$ cat src/rtl/control_ranas_param.sv
// Frog-sequence controller: launches N_RANAS frogs in turn, tracks lives and a
// per-frog time limit, and reports win / game-over / timeout pulses.
module control_ranas_param #(
    parameter int                            DATAWIDTH_ESTADO = 3,
    parameter logic [DATAWIDTH_ESTADO-1:0]   ESTADO_INICIO    = 3'b111,
    parameter int                            N_RANAS          = 3,
    parameter int                            N_VIDAS          = 3,
    parameter int                            T_LIMITE         = 1000,
    parameter int                            W_RANAS          = 2,
    parameter int                            W_VIDAS          = 2,
    parameter int                            W_TIEMPO         = 10
) (
    input  logic                         CR_CLOCK_50,
    input  logic                         CR_RESET,
    input  logic [DATAWIDTH_ESTADO-1:0]  CR_ESTADO,
    input  logic                         CR_GANO,
    input  logic                         CR_PERDIO,
    output logic                         CR_RANA_INI_OUT,
    output logic                         CR_GANO_JC_OUT,
    output logic                         CR_PERDIO_JC_OUT,
    output logic                         CR_TIMEOUT_OUT,
    output logic [W_RANAS-1:0]           CR_RANAS_OUT,
    output logic [W_VIDAS-1:0]           CR_VIDAS_OUT,
    output logic [W_TIEMPO-1:0]          CR_TIEMPO_OUT,
    output logic [2:0]                   CR_FASE_OUT
);

    typedef enum logic [2:0] {
        IDLE = 3'b000,
        INIT = 3'b001,
        PLAY = 3'b010,
        WIN  = 3'b011,
        OVER = 3'b100
    } fase_t;

    localparam logic [W_RANAS-1:0]  RANAS_META  = W_RANAS'(N_RANAS);
    localparam logic [W_VIDAS-1:0]  VIDAS_INI   = W_VIDAS'(N_VIDAS);
    localparam logic [W_VIDAS-1:0]  VIDAS_UNA   = W_VIDAS'(1);
    localparam logic [W_TIEMPO-1:0] TIEMPO_MAX  = W_TIEMPO'(T_LIMITE - 1);
    localparam logic [W_RANAS-1:0]  RANAS_UNA   = W_RANAS'(1);
    localparam logic [W_TIEMPO-1:0] TIEMPO_UNO  = W_TIEMPO'(1);

    fase_t                state_reg, state_next;
    logic [W_RANAS-1:0]   ranas_reg, ranas_next;
    logic [W_VIDAS-1:0]   vidas_reg, vidas_next;
    logic [W_TIEMPO-1:0]  tiempo_reg, tiempo_next;
    logic                 timeout_reg, timeout_next;

    logic                 expira;
    logic [W_RANAS-1:0]   ranas_inc;

    // Timeout only counts when neither frog event is present this cycle.
    assign expira    = !CR_GANO && !CR_PERDIO && (tiempo_reg == TIEMPO_MAX);
    assign ranas_inc = ranas_reg + RANAS_UNA;

    always_ff @(posedge CR_CLOCK_50 or posedge CR_RESET) begin
        if (CR_RESET) begin
            state_reg   <= IDLE;
            ranas_reg   <= '0;
            vidas_reg   <= VIDAS_INI;
            tiempo_reg  <= '0;
            timeout_reg <= 1'b0;
        end else begin
            state_reg   <= state_next;
            ranas_reg   <= ranas_next;
            vidas_reg   <= vidas_next;
            tiempo_reg  <= tiempo_next;
            timeout_reg <= timeout_next;
        end
    end

    always_comb begin
        state_next   = state_reg;
        ranas_next   = ranas_reg;
        vidas_next   = vidas_reg;
        tiempo_next  = tiempo_reg;
        timeout_next = 1'b0;

        case (state_reg)
            IDLE: begin
                if (CR_ESTADO == ESTADO_INICIO) begin
                    state_next  = INIT;
                    ranas_next  = '0;
                    vidas_next  = VIDAS_INI;
                    tiempo_next = '0;
                end
            end
            INIT: begin
                tiempo_next = '0;
                state_next  = PLAY;
            end
            PLAY: begin
                if (CR_GANO) begin
                    ranas_next = ranas_inc;
                    state_next = (ranas_inc == RANAS_META) ? WIN : INIT;
                end else if (CR_PERDIO || expira) begin
                    timeout_next = expira;
                    if (vidas_reg > VIDAS_UNA) begin
                        vidas_next = vidas_reg - VIDAS_UNA;
                        state_next = INIT;
                    end else begin
                        vidas_next = '0;
                        state_next = OVER;
                    end
                end else begin
                    // Timer holds on the exit cycle so it never reaches T_LIMITE.
                    tiempo_next = tiempo_reg + TIEMPO_UNO;
                end
            end
            WIN:     state_next = IDLE;
            OVER:    state_next = IDLE;
            default: state_next = IDLE;
        endcase
    end

    assign CR_RANA_INI_OUT  = (state_reg == IDLE) || (state_reg == INIT);
    assign CR_GANO_JC_OUT   = (state_reg == WIN);
    assign CR_PERDIO_JC_OUT = (state_reg == OVER);
    assign CR_TIMEOUT_OUT   = timeout_reg;
    assign CR_RANAS_OUT     = ranas_reg;
    assign CR_VIDAS_OUT     = vidas_reg;
    assign CR_TIEMPO_OUT    = tiempo_reg;
    assign CR_FASE_OUT      = state_reg;

endmodule

$ cat config.mk
export PLATFORM = sky130hd
export DESIGN_NAME = control_ranas_param
export DESIGN_NICKNAME = d
export VERILOG_FILES = /design/src/rtl/control_ranas_param.sv
export SDC_FILE = /design/constraint.sdc
export NUM_CORES = 1
export LEC_CHECK = 0
export ABC_AREA = 1
export CAP_MARGIN = 5
export CELL_PAD_IN_SITES_DETAIL_PLACEMENT = 0
export CELL_PAD_IN_SITES_GLOBAL_PLACEMENT = 2
export CORE_MARGIN = 2
export CORE_UTILIZATION = 24
export CTS_BUF_LIST = sky130_fd_sc_hd__clkbuf_2 sky130_fd_sc_hd__clkbuf_4 sky130_fd_sc_hd__clkbuf_8
export DETAILED_ROUTE_END_ITERATION = 8
export HOLD_SLACK_MARGIN = 0.08
export PLACE_DENSITY_LB_ADDON = 0.12
export SYNTH_ARGS = -nofsm -noshare
export SYNTH_HDL_FRONTEND = slang
export SYNTH_SLANG_ARGS = --single-unit
$ cat constraint.sdc
create_clock -name CR_CLOCK_50 -period 1.3 [get_ports CR_CLOCK_50]
set_input_delay 0.325 -clock CR_CLOCK_50 [delete_from_list [all_inputs] [get_ports CR_CLOCK_50]]
set_output_delay 0.325 -clock CR_CLOCK_50 [all_outputs]
set_load 0.01 [all_outputs]
==> results of run 1 <==
==> path summary, 6_finish.rpt <==
kind / end / cells after the start
setup / recovery: CR_RANA_INI_OUT / 4
min in group CR_CLOCK_50: CR_TIEMPO_OUT[4] / 2
setup reg to reg: CR_TIEMPO_OUT[4] / 7
hold reg to reg: CR_TIEMPO_OUT[4] / 2
max in group asynchronous: CR_VIDAS_OUT[0] / 3
hold / removal: CR_TIEMPO_OUT[2] / 3
==> per-stage QoR <==
step           cells    util
3_5_place_dp     254  0.3776
4_1_cts          260  0.4034
3_3_place_gp     254  0.3776
6_report         269  0.4398
5_1_grt          269  0.4398
2_1_floorplan    147       -
==> placed cells by master (no fill, tap or decap), types with 3 or more instances in the layout <==
| master | instances |
|---|---|
| nand2_1 | 47 |
| buf_4 | 31 |
| nor2_1 | 14 |
| dfrtp_1 | 13 |
| inv_1 | 13 |
| buf_6 | 12 |
| nand2_2 | 9 |
| nand2_4 | 6 |
| nor2_4 | 6 |
| clkdlybuf4s50_1 | 6 |
| dlygate4sd2_1 | 6 |
| inv_2 | 4 |
| nand3_1 | 4 |
| clkbuf_8 | 4 |
| buf_2 | 4 |
| dfrtp_2 | 3 |
| xor2_1 | 3 |
| xnor2_1 | 3 |
| clkdlybuf4s15_1 | 3 |
==> state kept, by name, indices dropped and copies added (netlist names) <==
register,count
CR_FASE_OUT,3
CR_VIDAS_OUT,2
CR_TIEMPO_OUT,10
CR_TIMEOUT_OUT,1
CR_RANAS_OUT,2
==> Yosys cell counts <==
cell type,number,area share
and3_1,1,0.0059
dfrtp_1,16,0.38
dfstp_2,2,0.049
ha_1,2,0.023
inv_1,16,0.056
inv_2,2,0.0070
nand2_1,57,0.20
nand2_2,3,0.018
nand2_4,2,0.021
nand3_1,6,0.028
nand3_2,2,0.019
nand3b_1,1,0.0070
nand4_1,2,0.012
nor2_1,19,0.067
nor2_2,1,0.0059
nor2_4,2,0.021
nor3_1,1,0.0047
o21ai_0,3,0.014
o21ai_1,1,0.0047
or2_0,2,0.012
xnor2_1,3,0.025
xor2_1,3,0.025
==> final cells by class <==
| type | count | area, um^2 | share of cell area |
|---|---|---|---|
| Multi-Input combinational cell | 112 | 694.4 | 0.3651 |
| Tap cell | 52 | 65.06 | 0.03421 |
| Timing Repair Buffer | 65 | 560.5 | 0.2947 |
| Sequential cell | 18 | 456.7 | 0.2401 |
| Clock buffer | 4 | 55.05 | 0.02895 |
| Inverter | 18 | 70.07 | 0.03684 |
==> power by group through the flow <==
stage                     registers [mW]  clock network [mW]  logic [mW]
after floorplan                    0.870                   0       0.574
after global placement             0.796                   0        1.34
after detailed placement           0.801                   0        1.36
after CTS                          0.803               0.502        1.44
after global routing               0.831               0.513        1.94
final                              0.814               0.472        1.77
==> cell families after synthesis <==
family | synth area share
fa+ha+maj | 0.02344
flops | 0.4244
simple gates | 0.4209
buf+inv | 0.06331
xor+xnor | 0.04925
compound gates | 0.01875
==> metal layers <==
metal,track usage,vias up,share of wire,wire length (um)
li1,-,588,-,-
met1,0.1432,525,0.43,1328
met2,0.2482,20,0.53,1661
met3,0.03276,4,0.036,111
met4,0.01887,0,0.0061,19
met5,0,-,0,0
==> tightest hold or removal path: stages <==
cell	delay, ps
clkdlybuf4s50_1	390
inv_1	90
buf_12	170
==> timing repair <==
action,CTS,global route
endpoints found under the hold margin,0,0
pin swaps,8,6
resized for setup,73,36
setup endpoints to repair,37,32
cloned,1,0
setup buffers,4,9
==> results.md, run 1 <==
- Layout Skew: 7.309 ps
- Critical path's top delay family: flip-flops
- Overflow after GRT: 0
- Leak Pwr: between 0.9 and 1 nW
- WHS: around 370 ps
- Worst slew pin tran: between 150 and 200 ps
- DP Worst Slack: -325.7 ps
- Antenna diode count: 0
- Inserted Clock Buffers: 3
- Final wirelength: about 3100 um
- Layout Nets: between 200 and 250
- Hold Path Class: input port to async pin
- Die width: between 70 and 80 um
- H-tree depth: 1
- Flop pwr share: 0.266
- Synthesized Nets: 156
- Fin crit share: 1.103
- Post-route design area: approximately 1900 um^2
- Ordered cell list for the critical path: inv_1 > nand3_2 > nand2_2 > buf_6
- Slew headroom: 0.8679
- Die height: between 70 and 80 um
- Status: complete, but fails checks
- Worst EP required: slightly below 1000 ps
- CP startpoint kind: flop
- Max incr delay on CP: roughly 460 ps
- Routed WL per cell: between 10 and 15 um
- Clock slew at reported path FFs: approximately 80 ps
- Violated checks: negative setup slack
- Post-DR vias/cell: around 4.2
- Fillers: approximately 450
- RSZ-0062 raised after global routing: yes
- Net switching power: roughly 1.2 mW
- Gr usage total: 0.1284
- Starting Density: 0.2468
- Initial antenna violation count: 0
- Final HPWL DP: ~2200 um
- DRC errors left: 0
- Num Clock Sinks: 18
- Fin. Hold Viols: 0
- Vias in the first global route: roughly 1,100
- Buf/Inv on CP: 2
- Synthesis-to-layout area growth: 78.19%
- Mean Syn Cell Area: between 7 and 8 um^2
- Hold_buf cts: 0
- Synthesized area: between 1000 and 1500 um^2
- Sw frac: 0.4028
- Routed Antenna Nets: 0
- Setup ws final: -134.0 ps
- CTS Buffer Depth: 2
- Mapped Cells: about 150
- PD cells: ~1600 nW/um^2
- Sequential area share after synthesis: 0.4244
- Yosys cell types: 22
- CTS tree: yes
- Clk pwr share: 0.155
- Total of max-cap violations: 0
- Worst skew pair latency: 260 ps
- Layout cells sized above 1: 0.4424
- Cell Rows: 24
- First-pass GRT wire length: 5175 um
- Largest net degree at the start of global routing: 19
- Iter 0 DRT Violations: 35
- Fmax: 697.3 MHz
- Final Critical Period: about 1400 ps
- Peak supply drop: 0.0007042 V
- Critical-path top delay cell: dfrtp_2
- Total I/O pin count: 28
- CP Data Arrival Time: 1110 ps
- Worst-path fanout max: 5
- Root buf cell: clkbuf_8
- Total Power: just over 3 mW
- Slew Viols, Final: 0
- Fin Setup TNS: -1120 ps
- Setup crit start: CR_FASE_OUT[1]
- Core outline area: 4324 um^2
- Number of detailed-route iterations in the first pass: 4
- Dpl cell area: 1633 um^2
- Combinational power share: 0.579
- Die Area: between 4000 and 5000 um^2
- RePlAce Congestion: approximately 0.74
- Int Pwr: ~1.8 mW
- Synth warn: 0
- Crit Reg-Reg Startpoint: CR_FASE_OUT[2]
- Vias post-DR: around 1,100
- Yosys reg bits: 18
- Crit. End Element: output pin
- Port buffer count: 27
- WS Path Type: flop to output pin
- Final setup fails: 17
- R2R Setup Slk: -110 ps
(Power assumes the default switching activity.)
==> run 2: changes to the inputs <==
--- a/config.mk
+++ b/config.mk
@@ -12,6 +12,7 @@
 export CORE_MARGIN = 2
 export CORE_UTILIZATION = 24
 export CTS_BUF_LIST = sky130_fd_sc_hd__clkbuf_2 sky130_fd_sc_hd__clkbuf_4 sky130_fd_sc_hd__clkbuf_8
+export CTS_CLUSTER_SIZE = 25
 export DETAILED_ROUTE_END_ITERATION = 8
 export HOLD_SLACK_MARGIN = 0.08
 export PLACE_DENSITY_LB_ADDON = 0.12
==> results of run 2 <==
Same layout as run 1: the final DEF is identical, and so are final timing and power.
==> run 3: changes to the inputs <==
--- a/config.mk
+++ b/config.mk
@@ -9,7 +9,7 @@
 export CAP_MARGIN = 5
 export CELL_PAD_IN_SITES_DETAIL_PLACEMENT = 0
 export CELL_PAD_IN_SITES_GLOBAL_PLACEMENT = 2
-export CORE_MARGIN = 2
+export CORE_MARGIN = 4
 export CORE_UTILIZATION = 24
 export CTS_BUF_LIST = sky130_fd_sc_hd__clkbuf_2 sky130_fd_sc_hd__clkbuf_4 sky130_fd_sc_hd__clkbuf_8
 export CTS_CLUSTER_SIZE = 25
==> results.md, run 3 (synthesis results as in run 1) <==
- Status: complete, but fails checks
- Violated checks: negative setup slack
- Crit. End Element: output pin
- Slew headroom: 0.8348 (-0.03312)
- Final Critical Period: 1451 ps (+16.89 ps)
- CTS tree: yes
- Worst-path fanout max: 4 (-1)
- Fin cells: 271 (+0.74%)
- Post-route design area: 1907 um^2 (+0.26%)
- Setup ws final: -150.9 ps (-16.88 ps)
- Total of max-cap violations: 0 (unchanged)
- Max incr delay on CP: 450 ps (about the same)
- Vias in the first global route: 1,224 (+7.5%)
- Max FFs per register: 10 (unchanged)
- Routed WL per cell: 11.47 um (-1.1%)
- First-pass GRT wire length: 5237 um (+1.2%)
- Overflow after GRT: 0 (unchanged)
- Int Pwr: 1.752 mW (-4.0%)
- Worst slew pin tran: 247.8 ps (+50.41 ps)
- Antenna diode count: 0 (unchanged)
- RSZ-0062 raised after global routing: yes
- CTS Buffer Depth: 2 (unchanged)
- Layout cells sized above 1: 0.4434 (+0.001043)
- H-tree depth: 1 (unchanged)
- Hold Path Class: input port to async pin
- Fin crit share: 1.116 (+0.01299)
- Initial antenna violation count: 0 (unchanged)
- Num Clock Sinks: 18 (unchanged)
- Peak supply drop: 0.0006361 V (-9.7%)
- PD cells: 1550 nW/um^2 (-3.6%)
- Worst skew pair latency: 260 ps (about the same)
- Dpl cell area: 1588 um^2 (-2.8%)
- Buf/Inv on CP: 2 (unchanged)
- Flop pwr share: 0.271 (+0.005)
- Critical path's top delay family: flip-flops
- Cell Rows: 23 (-4.2%)
- Sw frac: 0.4072 (+0.004385)
- Inserted Clock Buffers: 3 (unchanged)
- Die width: 74.69 um (+5.7%)
- Layout Skew: 1.925 ps (-5.384 ps)
- Largest net degree at the start of global routing: 19 (unchanged)
- Synthesis-to-layout area growth: 78.66%
- Clk pwr share: 0.151 (-0.004)
- Starting Density: 0.2575 (+0.01073)
- DRC errors left: 0 (unchanged)
- Final HPWL DP: 2163 um (-2.5%)
- CP startpoint kind: flop
- Fin. Hold Viols: 0 (unchanged)
- Number of detailed-route iterations in the first pass: 2 (-2)
- Reg2reg end: CR_TIEMPO_OUT[4]
- Core outline area: 4144 um^2 (-4.2%)
- CP Data Arrival Time: 1130 ps (+20 ps)
- Iter 0 DRT Violations: 34 (-2.9%)
- Placed Instances: 248 (-2.4%)
- Port buffer count: 27 (unchanged)
- R2R Setup Slk: -80 ps (+30 ps)
- Vias post-DR: 1,169 (+2.8%)
- Routed Antenna Nets: 0 (unchanged)
- Total I/O pin count: 28 (unchanged)
- Root buf cell: clkbuf_8
- Gr usage total: 0.1214 (-0.007055)
- Layout Nets: 231 (+1.8%)
- Net switching power: 1.203 mW (-2.2%)
- RePlAce Congestion: 0.7374 (-0.36%)
- Die height: 74.69 um (+5.7%)
- Fmax: 689.2 MHz (-1.2%)
- Final wirelength: 3109 um (-0.38%)
- Final Util: 0.4601 (+0.02033)
- Ordered cell list for the critical path: buf_4 > nand3_2 > nand2_2 > buf_6
- Highest-count cells in the layout ignoring fill and taps: nand2_1 (48), buf_4 (36), nor2_1 (14), dfrtp_1 (13), inv_1 (12)
- Leading cell type in the layout, fill and taps excluded: nand2_1
- Slew Viols, Final: 0 (unchanged)
- Combinational power share: 0.579 (about the same)
- Die Area: 5578 um^2 (+12%)
- DP Worst Slack: -324.6 ps (+1.081 ps)
- R2R depth: 7 (unchanged)
- Clock slew at reported path FFs: 70 ps (about the same)
- Critical-path top delay cell: dfrtp_2
- Post-DR vias/cell: 4.314 (+2.1%)
- Worst EP required: 980 ps (about the same)
- Crit Reg-Reg Startpoint: CR_FASE_OUT[0]
- Final setup fails: 16 (-1)
- Leak Pwr: 1.004 nW (+0.95%)
- WS Path Type: flop to output pin
[run 3: changes by cell type in the layout (fill, tap and decap cells not counted), sizes merged]
cell           change
clkdlybuf4s15      +2
clkbuf             -1
dlygate4sd2        +1
buf                +2
[run 3: final cells by class]
| type | instances | area (um^2) |
|---|---|---|
| Sequential cell | 18 | 456.7 |
| Inverter | 18 | 72.57 |
| Tap cell | 50 | 62.56 |
| Fill cell | 411 | 2237 |
| Timing Repair Buffer | 69 | 573.1 |
| Clock buffer | 4 | 48.80 |
| Multi-Input combinational cell | 112 | 693.2 |
[run 3: layer usage]
layer  routed length (um)  track usage
met5                    0            0
met4                   17      0.02569
met1                 1286       0.1377
met3                  112      0.03471
met2                 1693       0.2254
[run 3: worst max path at each step]
stage / start / end / slack (ps) / cells past startpoint
final: CR_FASE_OUT[0] / CR_RANA_INI_OUT / -150 / 4
after global routing: CR_FASE_OUT[0] / CR_RANA_INI_OUT / -180 / 4
after CTS: CR_FASE_OUT[2] / CR_RANA_INI_OUT / -180 / 4
after detailed placement: CR_PERDIO / CR_TIEMPO_OUT[6] / -320 / 9
after global placement: CR_FASE_OUT[1] / CR_RANA_INI_OUT / -320 / 4
after floorplan: CR_TIEMPO_OUT[0] / CR_TIEMPO_OUT[4] / 1 / 9
[run 3: worst reg2reg max path, delay by kind of cell, from the launching register on]
kind | cells | cell delay, ps
flip-flops | 1 | 450
AND/OR/NAND/NOR | 6 | 760
buffers and inverters | 1 | 120
[run 3: power by group through the flow]
stage	logic (mW)	clock network, mW	registers (mW)
after CTS	1.42	0.470	0.804
final	1.71	0.445	0.800
after detailed placement	1.29	0	0.814
after floorplan	0.574	0	0.870
after global placement	1.28	0	0.809
after global routing	1.88	0.476	0.818
[run 3: repair_timing]
action,in CTS,in global routing
pin swaps,9,16
hold buffers,0,0
setup endpoints to repair,37,30
buffers inserted,11,8
resized for setup,71,29
gates cloned,1,0
[run 3: through the flow]
| stage | total power [mW] | setup TNS, ps | hold slack, ps |
|---|---|---|---|
| 2_1_floorplan | 1.444 | 0 | 262.1 |
| 3_3_place_gp | 2.091 | -5550 | 516.2 |
| 3_5_place_dp | 2.101 | -5842 | 523.8 |
| 4_1_cts | 2.692 | -1474 | 388.6 |
| 5_1_grt | 3.179 | -2425 | 405.8 |
| 6_report | 2.955 | -1050 | 378.8 |
